--- src/rtl/main_fsm.sv ---
// main_fsm: multicycle Moore sequencer for the datapath (fetch/decode/execute/
// memory/writeback), fixed-latency multiplier step and start/done FPU step.
//
// Ports:
//   clk        rising-edge clock
//   reset      asynchronous active-low reset
//   Op, Funct  instruction fields Instr[27:26], Instr[25:20]
//   IsMul      decoded multiply, IsFpu decoded FPU op (sampled in DECODE)
//   FPUDone    FPU result valid (sampled in FPUEX)
//   IRWrite, NextPC, RegW, MemW, Branch, ALUOp, AdrSrc   datapath strobes
//   ALUSrcA, ALUSrcB, ResultSrc                          datapath mux selects
//   FPUStart   one-cycle FPU launch, Fault sticky fault flag
//   State      current state encoding for debug
module main_fsm #(
    parameter int MUL_CYCLES  = 4,
    parameter int FPU_TIMEOUT = 64
) (
    input  logic       clk,
    input  logic       reset,
    input  logic [1:0] Op,
    input  logic [5:0] Funct,
    input  logic       IsMul,
    input  logic       IsFpu,
    input  logic       FPUDone,
    output logic       IRWrite,
    output logic       NextPC,
    output logic       RegW,
    output logic       MemW,
    output logic       Branch,
    output logic       ALUOp,
    output logic       AdrSrc,
    output logic [1:0] ALUSrcA,
    output logic [1:0] ALUSrcB,
    output logic [1:0] ResultSrc,
    output logic       FPUStart,
    output logic       Fault,
    output logic [3:0] State
);

    localparam int MW = $clog2(MUL_CYCLES + 1);
    localparam int FW = $clog2(FPU_TIMEOUT + 1);

    typedef enum logic [3:0] {
        S_FETCH    = 4'd0,
        S_DECODE   = 4'd1,
        S_MEMADR   = 4'd2,
        S_MEMREAD  = 4'd3,
        S_MEMWB    = 4'd4,
        S_MEMWRITE = 4'd5,
        S_EXECR    = 4'd6,
        S_EXECI    = 4'd7,
        S_ALUWB    = 4'd8,
        S_BRANCH   = 4'd9,
        S_MULEX    = 4'd10,
        S_FPUEX    = 4'd11,
        S_XWB      = 4'd12,
        S_UNKNOWN  = 4'd15
    } state_t;

    state_t        r_state;
    state_t        w_next;
    // r_run stays low until the first edge after reset release, so the
    // outputs (all register decodes) read 0 throughout reset.
    logic          r_run;
    logic [MW-1:0] r_mcnt;
    logic [MW-1:0] w_mcnt_next;
    logic [FW-1:0] r_fcnt;
    logic [FW-1:0] w_fcnt_next;
    logic          r_fault;
    logic          w_unused;

    assign w_unused = ^Funct[4:1];

    always_ff @(posedge clk or negedge reset) begin
        if (!reset) begin
            r_state <= S_FETCH;
            r_run   <= 1'b0;
            r_mcnt  <= '0;
            r_fcnt  <= '0;
            r_fault <= 1'b0;
        end else begin
            r_state <= w_next;
            r_run   <= 1'b1;
            r_mcnt  <= w_mcnt_next;
            r_fcnt  <= w_fcnt_next;
            if (r_run && w_next == S_UNKNOWN)
                r_fault <= 1'b1;
        end
    end

    always_comb begin
        w_next      = r_state;
        w_mcnt_next = r_mcnt;
        w_fcnt_next = r_fcnt;
        if (!r_run) begin
            w_next = S_FETCH;
        end else begin
            case (r_state)
                S_FETCH:    w_next = S_DECODE;
                S_DECODE: begin
                    if (Op == 2'b01) begin
                        w_next = S_MEMADR;
                    end else if (Op == 2'b10) begin
                        w_next = S_BRANCH;
                    end else if (Op == 2'b00) begin
                        if (IsMul) begin
                            w_next      = S_MULEX;
                            w_mcnt_next = MW'(MUL_CYCLES - 1);
                        end else if (Funct[5]) begin
                            w_next = S_EXECI;
                        end else begin
                            w_next = S_EXECR;
                        end
                    end else if (IsFpu) begin
                        // fcnt holds the 1-based index of the FPUEX cycle
                        w_next      = S_FPUEX;
                        w_fcnt_next = FW'(1);
                    end else begin
                        w_next = S_UNKNOWN;
                    end
                end
                S_MEMADR:   w_next = Funct[0] ? S_MEMREAD : S_MEMWRITE;
                S_MEMREAD:  w_next = S_MEMWB;
                S_MEMWB:    w_next = S_FETCH;
                S_MEMWRITE: w_next = S_FETCH;
                S_EXECR:    w_next = S_ALUWB;
                S_EXECI:    w_next = S_ALUWB;
                S_ALUWB:    w_next = S_FETCH;
                S_BRANCH:   w_next = S_FETCH;
                S_MULEX: begin
                    if (r_mcnt == '0)
                        w_next = S_XWB;
                    else
                        w_mcnt_next = r_mcnt - MW'(1);
                end
                S_FPUEX: begin
                    // done on the final cycle still wins over the timeout
                    if (FPUDone) begin
                        w_next      = S_XWB;
                        w_fcnt_next = '0;
                    end else if (r_fcnt == FW'(FPU_TIMEOUT)) begin
                        w_next      = S_UNKNOWN;
                        w_fcnt_next = '0;
                    end else begin
                        w_fcnt_next = r_fcnt + FW'(1);
                    end
                end
                S_XWB:      w_next = S_FETCH;
                S_UNKNOWN:  w_next = S_UNKNOWN;
                default:    w_next = S_UNKNOWN;
            endcase
        end
    end

    always_comb begin
        IRWrite   = 1'b0;
        NextPC    = 1'b0;
        RegW      = 1'b0;
        MemW      = 1'b0;
        Branch    = 1'b0;
        ALUOp     = 1'b0;
        AdrSrc    = 1'b0;
        ALUSrcA   = 2'b00;
        ALUSrcB   = 2'b00;
        ResultSrc = 2'b00;
        FPUStart  = 1'b0;
        if (r_run) begin
            case (r_state)
                S_FETCH: begin
                    IRWrite   = 1'b1;
                    NextPC    = 1'b1;
                    ALUSrcA   = 2'b01;
                    ALUSrcB   = 2'b10;
                    ResultSrc = 2'b10;
                end
                S_DECODE: begin
                    ALUSrcA   = 2'b01;
                    ALUSrcB   = 2'b10;
                    ResultSrc = 2'b10;
                end
                S_MEMADR:   ALUSrcB = 2'b01;
                S_MEMREAD:  AdrSrc  = 1'b1;
                S_MEMWB: begin
                    ResultSrc = 2'b01;
                    RegW      = 1'b1;
                end
                S_MEMWRITE: begin
                    AdrSrc = 1'b1;
                    MemW   = 1'b1;
                end
                S_EXECR:    ALUOp = 1'b1;
                S_EXECI: begin
                    ALUOp   = 1'b1;
                    ALUSrcB = 2'b01;
                end
                S_ALUWB:    RegW = 1'b1;
                S_BRANCH: begin
                    ALUSrcA   = 2'b10;
                    ALUSrcB   = 2'b01;
                    ResultSrc = 2'b10;
                    Branch    = 1'b1;
                end
                S_FPUEX:    FPUStart = (r_fcnt == FW'(1));
                S_XWB: begin
                    ResultSrc = 2'b11;
                    RegW      = 1'b1;
                end
                default: ;
            endcase
        end
    end

    assign Fault = r_fault;
    assign State = r_state;

endmodule
--- config.mk ---
export PLATFORM = sky130hd
export DESIGN_NAME = main_fsm
export DESIGN_NICKNAME = d
export VERILOG_FILES = /design/src/rtl/main_fsm.sv
export SDC_FILE = /design/constraint.sdc
export NUM_CORES = 1
export LEC_CHECK = 0
export ABC_AREA = 0
export ABC_CLOCK_PERIOD_IN_PS = 4350
export BUFFER_PORTS_ARGS = -buffer_cell sky130_fd_sc_hd__clkbuf_2
export CAP_MARGIN = 20
export CORE_UTILIZATION = 56
export DETAILED_ROUTE_END_ITERATION = 8
export PLACE_DENSITY = 0.84
export REMOVE_ABC_BUFFERS = 1
export SYNTH_ARGS = -nofsm -noshare
export SYNTH_HDL_FRONTEND = slang
export SYNTH_SLANG_ARGS = --single-unit
--- constraint.sdc ---
create_clock -name clk -period 4.35 [get_ports clk]
set_input_delay 0.6525 -clock clk [delete_from_list [all_inputs] [get_ports clk]]
set_output_delay 0.6525 -clock clk [all_outputs]
set_load 0.03 [all_outputs]
; Word level (Yosys, flattened, before mapping)
; Index checks and enable logic that the tools add are counted.
[word_totals]
ff_bits = 16
input_bits = 13
out_inout_bits = 19
word_cells = 91
[classes]
add_sub_neg = 2
n_mux = 45
n_eq_ne = 24
n_reduce_logical = 15
[ops]
columns = op, count
row1 = 2-to-1 mux 7 bit, 6
row2 = 2-to-1 mux 4 bit, 8
row3 = case mux 4 bit (8 select lines), 1
row4 = equality test 4 bit (second input constant), 6
row5 = 2-to-1 mux 3 bit, 7
row6 = equality test 4 x 3 -> 1 bit (second input constant), 4
row7 = 2-to-1 mux 1 bit, 15
row8 = inequality test 2 bit (second input constant), 7
row9 = case mux 7 bit (2 select lines), 1
row10 = OR reduction 3 bit, 3
row11 = equality test 4 x 2 -> 1 bit (second input constant), 2
row12 = case mux 2 bit (2 select lines), 2
row13 = adder 7 x 1 -> 7 bit (second input constant), 1
row14 = equality test 7 x 1 -> 1 bit (second input constant), 1
row15 = equality test 7 bit (second input constant), 1
row16 = AND reduction 7 bit, 1
row17 = 2-to-1 mux 2 bit, 3
row18 = case mux 2 bit (3 select lines), 1
row19 = case mux 3 bit (2 select lines), 1
row20 = AND reduction 6 bit, 1
row21 = OR reduction 2 bit, 3
row22 = OR reduction 5 bit, 1
row23 = equality test 4 x 1 -> 1 bit (second input constant), 1
row24 = logical NOT 4 bit, 1
row25 = 7 further kinds, 8

; Logic depth before layout (Yosys ltp)
[depth]
word_depth = 9
depth_mapped = 6

; Worst setup path before layout
; No wires, ideal clock.
[synth_timing]
kind = flip-flop to output port
startpoint = reg r_state[1] (netlist: State[1])
endpoint = out NextPC
path_buffers = 2
t_required_ns = 3.697
path_stages_with_launch = 5
t_arrival_ns = 2.274
setup_slack_ns = 1.423
cell_sequence = dfrtp_1 buf_2 nand2b_1 nor4_1 buf_4
[synth_via]
elab_chain_cells = 3
[synth_lines]
columns = item, line_no
row1 = from (decl), 60  ; state_t r_state;
row2 = from (signal assigned), 82  ; r_state <= w_next;
row3 = logical NOT 4 bit, -
row4 = 2-to-1 mux 1 bit (2 in series), -
row5 = to (decl), 26  ; output logic NextPC,
; Every way passes these cells.

; Worst setup path in the final report
[layout_timing]
startpoint = reg r_state[0] (netlist: State[0])
endpoint = out ALUSrcB[0]
[layout_via]
elab_chain_cells = 4
elab_cells_between_ends = 9
cone_classes = eq/ne: 4 / mux: 2 / reduce/logical: 3
[layout_lines]
columns = item, line_no
row1 = equality test 4 bit (tied with other cells), 168  ; case (r_state)
row2 = OR reduction 3 bit (no source line) / OR reduction 2 bit (equally long branches), -
row3 = case mux 2 bit (2 select lines) (*), 168
row4 = 2-to-1 mux 2 bit (*), 167  ; if (r_run) begin
row5 = to (decl), 33  ; output logic [1:0] ALUSrcB,
; Every way passes the cells marked *; elsewhere a longest branch is shown, timed or not.

==> impl_metrics.json <==
{
  "status": "complete, no violations",
  "placement.cell_area_mm2": 0.00132,
  "clkSinkCount": 16,
  "worst_setup_hold_path_clk_slew_ns": 0.10,
  "finalMaxSlewViolations": 0,
  "post-cts-setup-buffer-count": 0,
  "r2r_cells": 5,
  "i_o_pin_count": 32,
  "critPathKind": "reg -> out",
  "synth.yosys.seq_area_share_pct": 32.8,
  "irDropWorstVdd_mv": 0.224,
  "post-route-util_pct": 67.8,
  "syn-cell-area_mm2": 0.00122,
  "comb_power_share_pct": 32.7,
  "regToRegStartpoint": "State[2]",
  "slew_headroom_pct": 60.1,
  "area_delta_synth_final_pct": 11.2,
  "avgSynthCellArea_um2": 8.54,
  "synth_warnings": 0,
  "hpwlAfterDp_mm": 1.84,
  "cts_root_buffer": "clkbuf_4",
  "core-area_mm2": 0.00200,
  "fraction_of_final_layout_cells_with_drive_strength_greater_than_1_pct": 22.4,
  "floorplan.die.width_um": 48.7,
  "critical_path.n_buffers_inverters": 1,
  "clock_tree.htree_level_count": 1,
  "dominantRegCellSynth": "dfrtp_1",
  "worst_r2r_endpoint": "r_mcnt[2]",
  "final_nets": 184,
  "syn-instance-count": 143,
  "data_required_time_at_the_worst_endpoint_ns": 3.70,
  "synth_enable_flop_cells": 0,
  "grt.overflow.total": 0,
  "first_pass_iters": 4,
  "final_worst_clock_skew_ns": 0.00715,
  "drt_first_iter_violations": 24,
  "cts_max_path_buffers": 2,
  "power_leakage_nw": 0.681,
  "fin_total_pwr_mw": 0.439,
  "number_of_global_route_vias_before_repair": 1015,
  "residual_drc_count": 0,
  "globalRouteTotalUtil_pct": 23.4,
  "fmax_mhz": 403,
  "detail_route.wirelength_mm": 2.48,
  "finalHoldViolations": 0,
  "routedWlPerCell_um": 12.9,
  "postLayoutCellArea_mm2": 0.00136,
  "chain_of_cells_forming_the_critical_path": "nand2b_1 > nor3_1 > a31oi_1 > nor2_1 > clkbuf_2",
  "gp_congestion": 0.844,
  "cpLargestDelayFamily": "flip-flops",
  "grt_start_max_net_pins": 20,
  "synth.ff_latch_count": 16,
  "post_cts_resized": 0,
  "cp.arrival_ns": 1.83,
  "most_frequent_cells_in_the_layout": "27 x clkbuf_2, 16 x dfrtp_1, 14 x o21ai_1",
  "share_seq_of_total_power_pct": 45.2,
  "initial_core_util_pct": 61.0,
  "netSwitchingPower_mw": 0.172,
  "final_min_period_over_clock_period_pct": 57.0,
  "post_cts_hold_buffer_count": 0,
  "grt_setup_unrepaired": "false",
  "swShare_pct": 39.1,
  "hold_class": "in -> async",
  "worst_path_max_delay_cell": "dfrtp_1",
  "power-per-cell-area_mw_per_mm2": 323,
  "grt_pass1_wl_mm": 4.31,
  "ant_nets": 0,
  "grt_antenna_before_repair": 0,
  "whs_ns": 0.270,
  "timing.setup.tns_ns": 0,
  "layout.cells.most_common": "clkbuf_2",
  "cts_buffers": 3,
  "startpoint_type": "register",
  "end_kind": "output port",
  "max_cap_viol_count": 0,
  "worst_path_fanout_max": 19,
  "max_stage_delay_on_crit_path_ns": 0.71,
  "clock_latency_ns": 0.28,
  "min_period_ns": 2.48,
  "power.share.clock_pct": 22.0,
  "port_buffers": 27,
  "die-area_mm2": 0.00237,
  "setup_violations": 0,
  "async_flop_share_pct": 100,
  "rrSetupSlack_ns": 2.53,
  "route.vias.total": 1086,
  "drt-vias-per-instance": 5.66,
  "ys_types": 45,
  "cell_internal_power_mw": 0.268,
  "row_count": 16,
  "antenna-diode-count": 0,
  "timing_worst_slew_pin_value_ns": 0.599,
  "tritoncts_clock_tree": "yes",
  "die_h_um": 48.7
}
## state kept, by name, summed over array words and instances, names as in the netlist
name and cells:
r_fcnt 7, State 4, r_mcnt 3, Fault 1, r_run 1
## stage by stage
step	std cells	setup slack, ns
4_1_cts	192	1.87
3_3_place_gp	188	2.22
3_5_place_dp	188	2.16
2_1_floorplan	134	1.05
6_report	192	1.87
5_1_grt	192	1.65
## worst reg2reg max path: cells and delay by family (launching register included)
family / cells / cell delay [ns]
and+or+nand+nor: 1 / 0.44
AOI/OAI and AO/OA: 4 / 0.66
DFF: 1 / 0.61
## cell usage after synthesis (2+ instances only)
library cell	n	area share [%]
o21ai_0	4	1.6
a41o_1	2	1.6
nor2_1	11	3.4
nor2b_1	4	2.0
inv_1	10	3.1
xnor2_1	2	1.4
buf_4	2	1.2
a31oi_1	3	1.5
nand3b_1	2	1.2
nor3_1	4	1.6
nand2_1	6	1.8
a21oi_1	5	2.0
o31ai_1	3	1.8
a21o_1	2	1.2
and3_1	4	2.0
nand2b_1	5	2.6
dfrtp_1	16	33
nand3_1	3	1.2
buf_6	3	2.8
nor3b_1	3	1.8
o21ai_1	14	5.7
buf_2	3	1.2
and2_1	6	3.1
ha_1	5	5.1
## power by group through the flow
stage | Combinational, mW | Sequential [mW] | Clock (mW)
6_report | 0.144 | 0.199 | 0.0968
5_1_grt | 0.159 | 0.202 | 0.104
4_1_cts | 0.145 | 0.198 | 0.0982
3_5_place_dp | 0.144 | 0.202 | 0
3_3_place_gp | 0.138 | 0.199 | 0
2_1_floorplan | 0.0973 | 0.201 | 0
## cell families after synthesis
group	Yosys count	share of synthesized area [%]
xor+xnor	3	2.15
flops	16	32.8
other cells	1	0.307
compound gates	40	20.6
fa+ha+maj	5	5.12
buf+inv	19	8.71
simple gates	59	30.3
## layer usage
metal | GRT usage (%) | up-vias | share of wire [%]
met5 | 0 | - | 0
met4 | 9.31 | 0 | 1.6
met3 | 1.89 | 4 | 3.9
met2 | 39.1 | 35 | 46
met1 | 31.2 | 496 | 49
li1 | - | 551 | -
## final cells by class
class | instances | area, µm²
well taps | 27 | 33.8
repair buffers | 27 | 135
flip-flops and latches | 16 | 400
inverters | 10 | 37.5
fillers | 166 | 644
clock buffers | 4 | 36.3
multi-input cells | 108 | 714
## worst max-delay path by stage
stage	start	endpoint	slack, ns	cells after the start
6_report	State[0]	ALUSrcB[0]	1.87	5
3_3_place_gp	State[0]	ALUSrcB[0]	2.22	5
2_1_floorplan	State[1]	IRWrite	1.05	2
5_1_grt	State[0]	ALUSrcB[0]	1.65	5
4_1_cts	State[0]	ALUSrcB[0]	1.87	5
3_5_place_dp	State[0]	ALUSrcB[0]	2.16	5
Power figures use the tool's default switching activity.
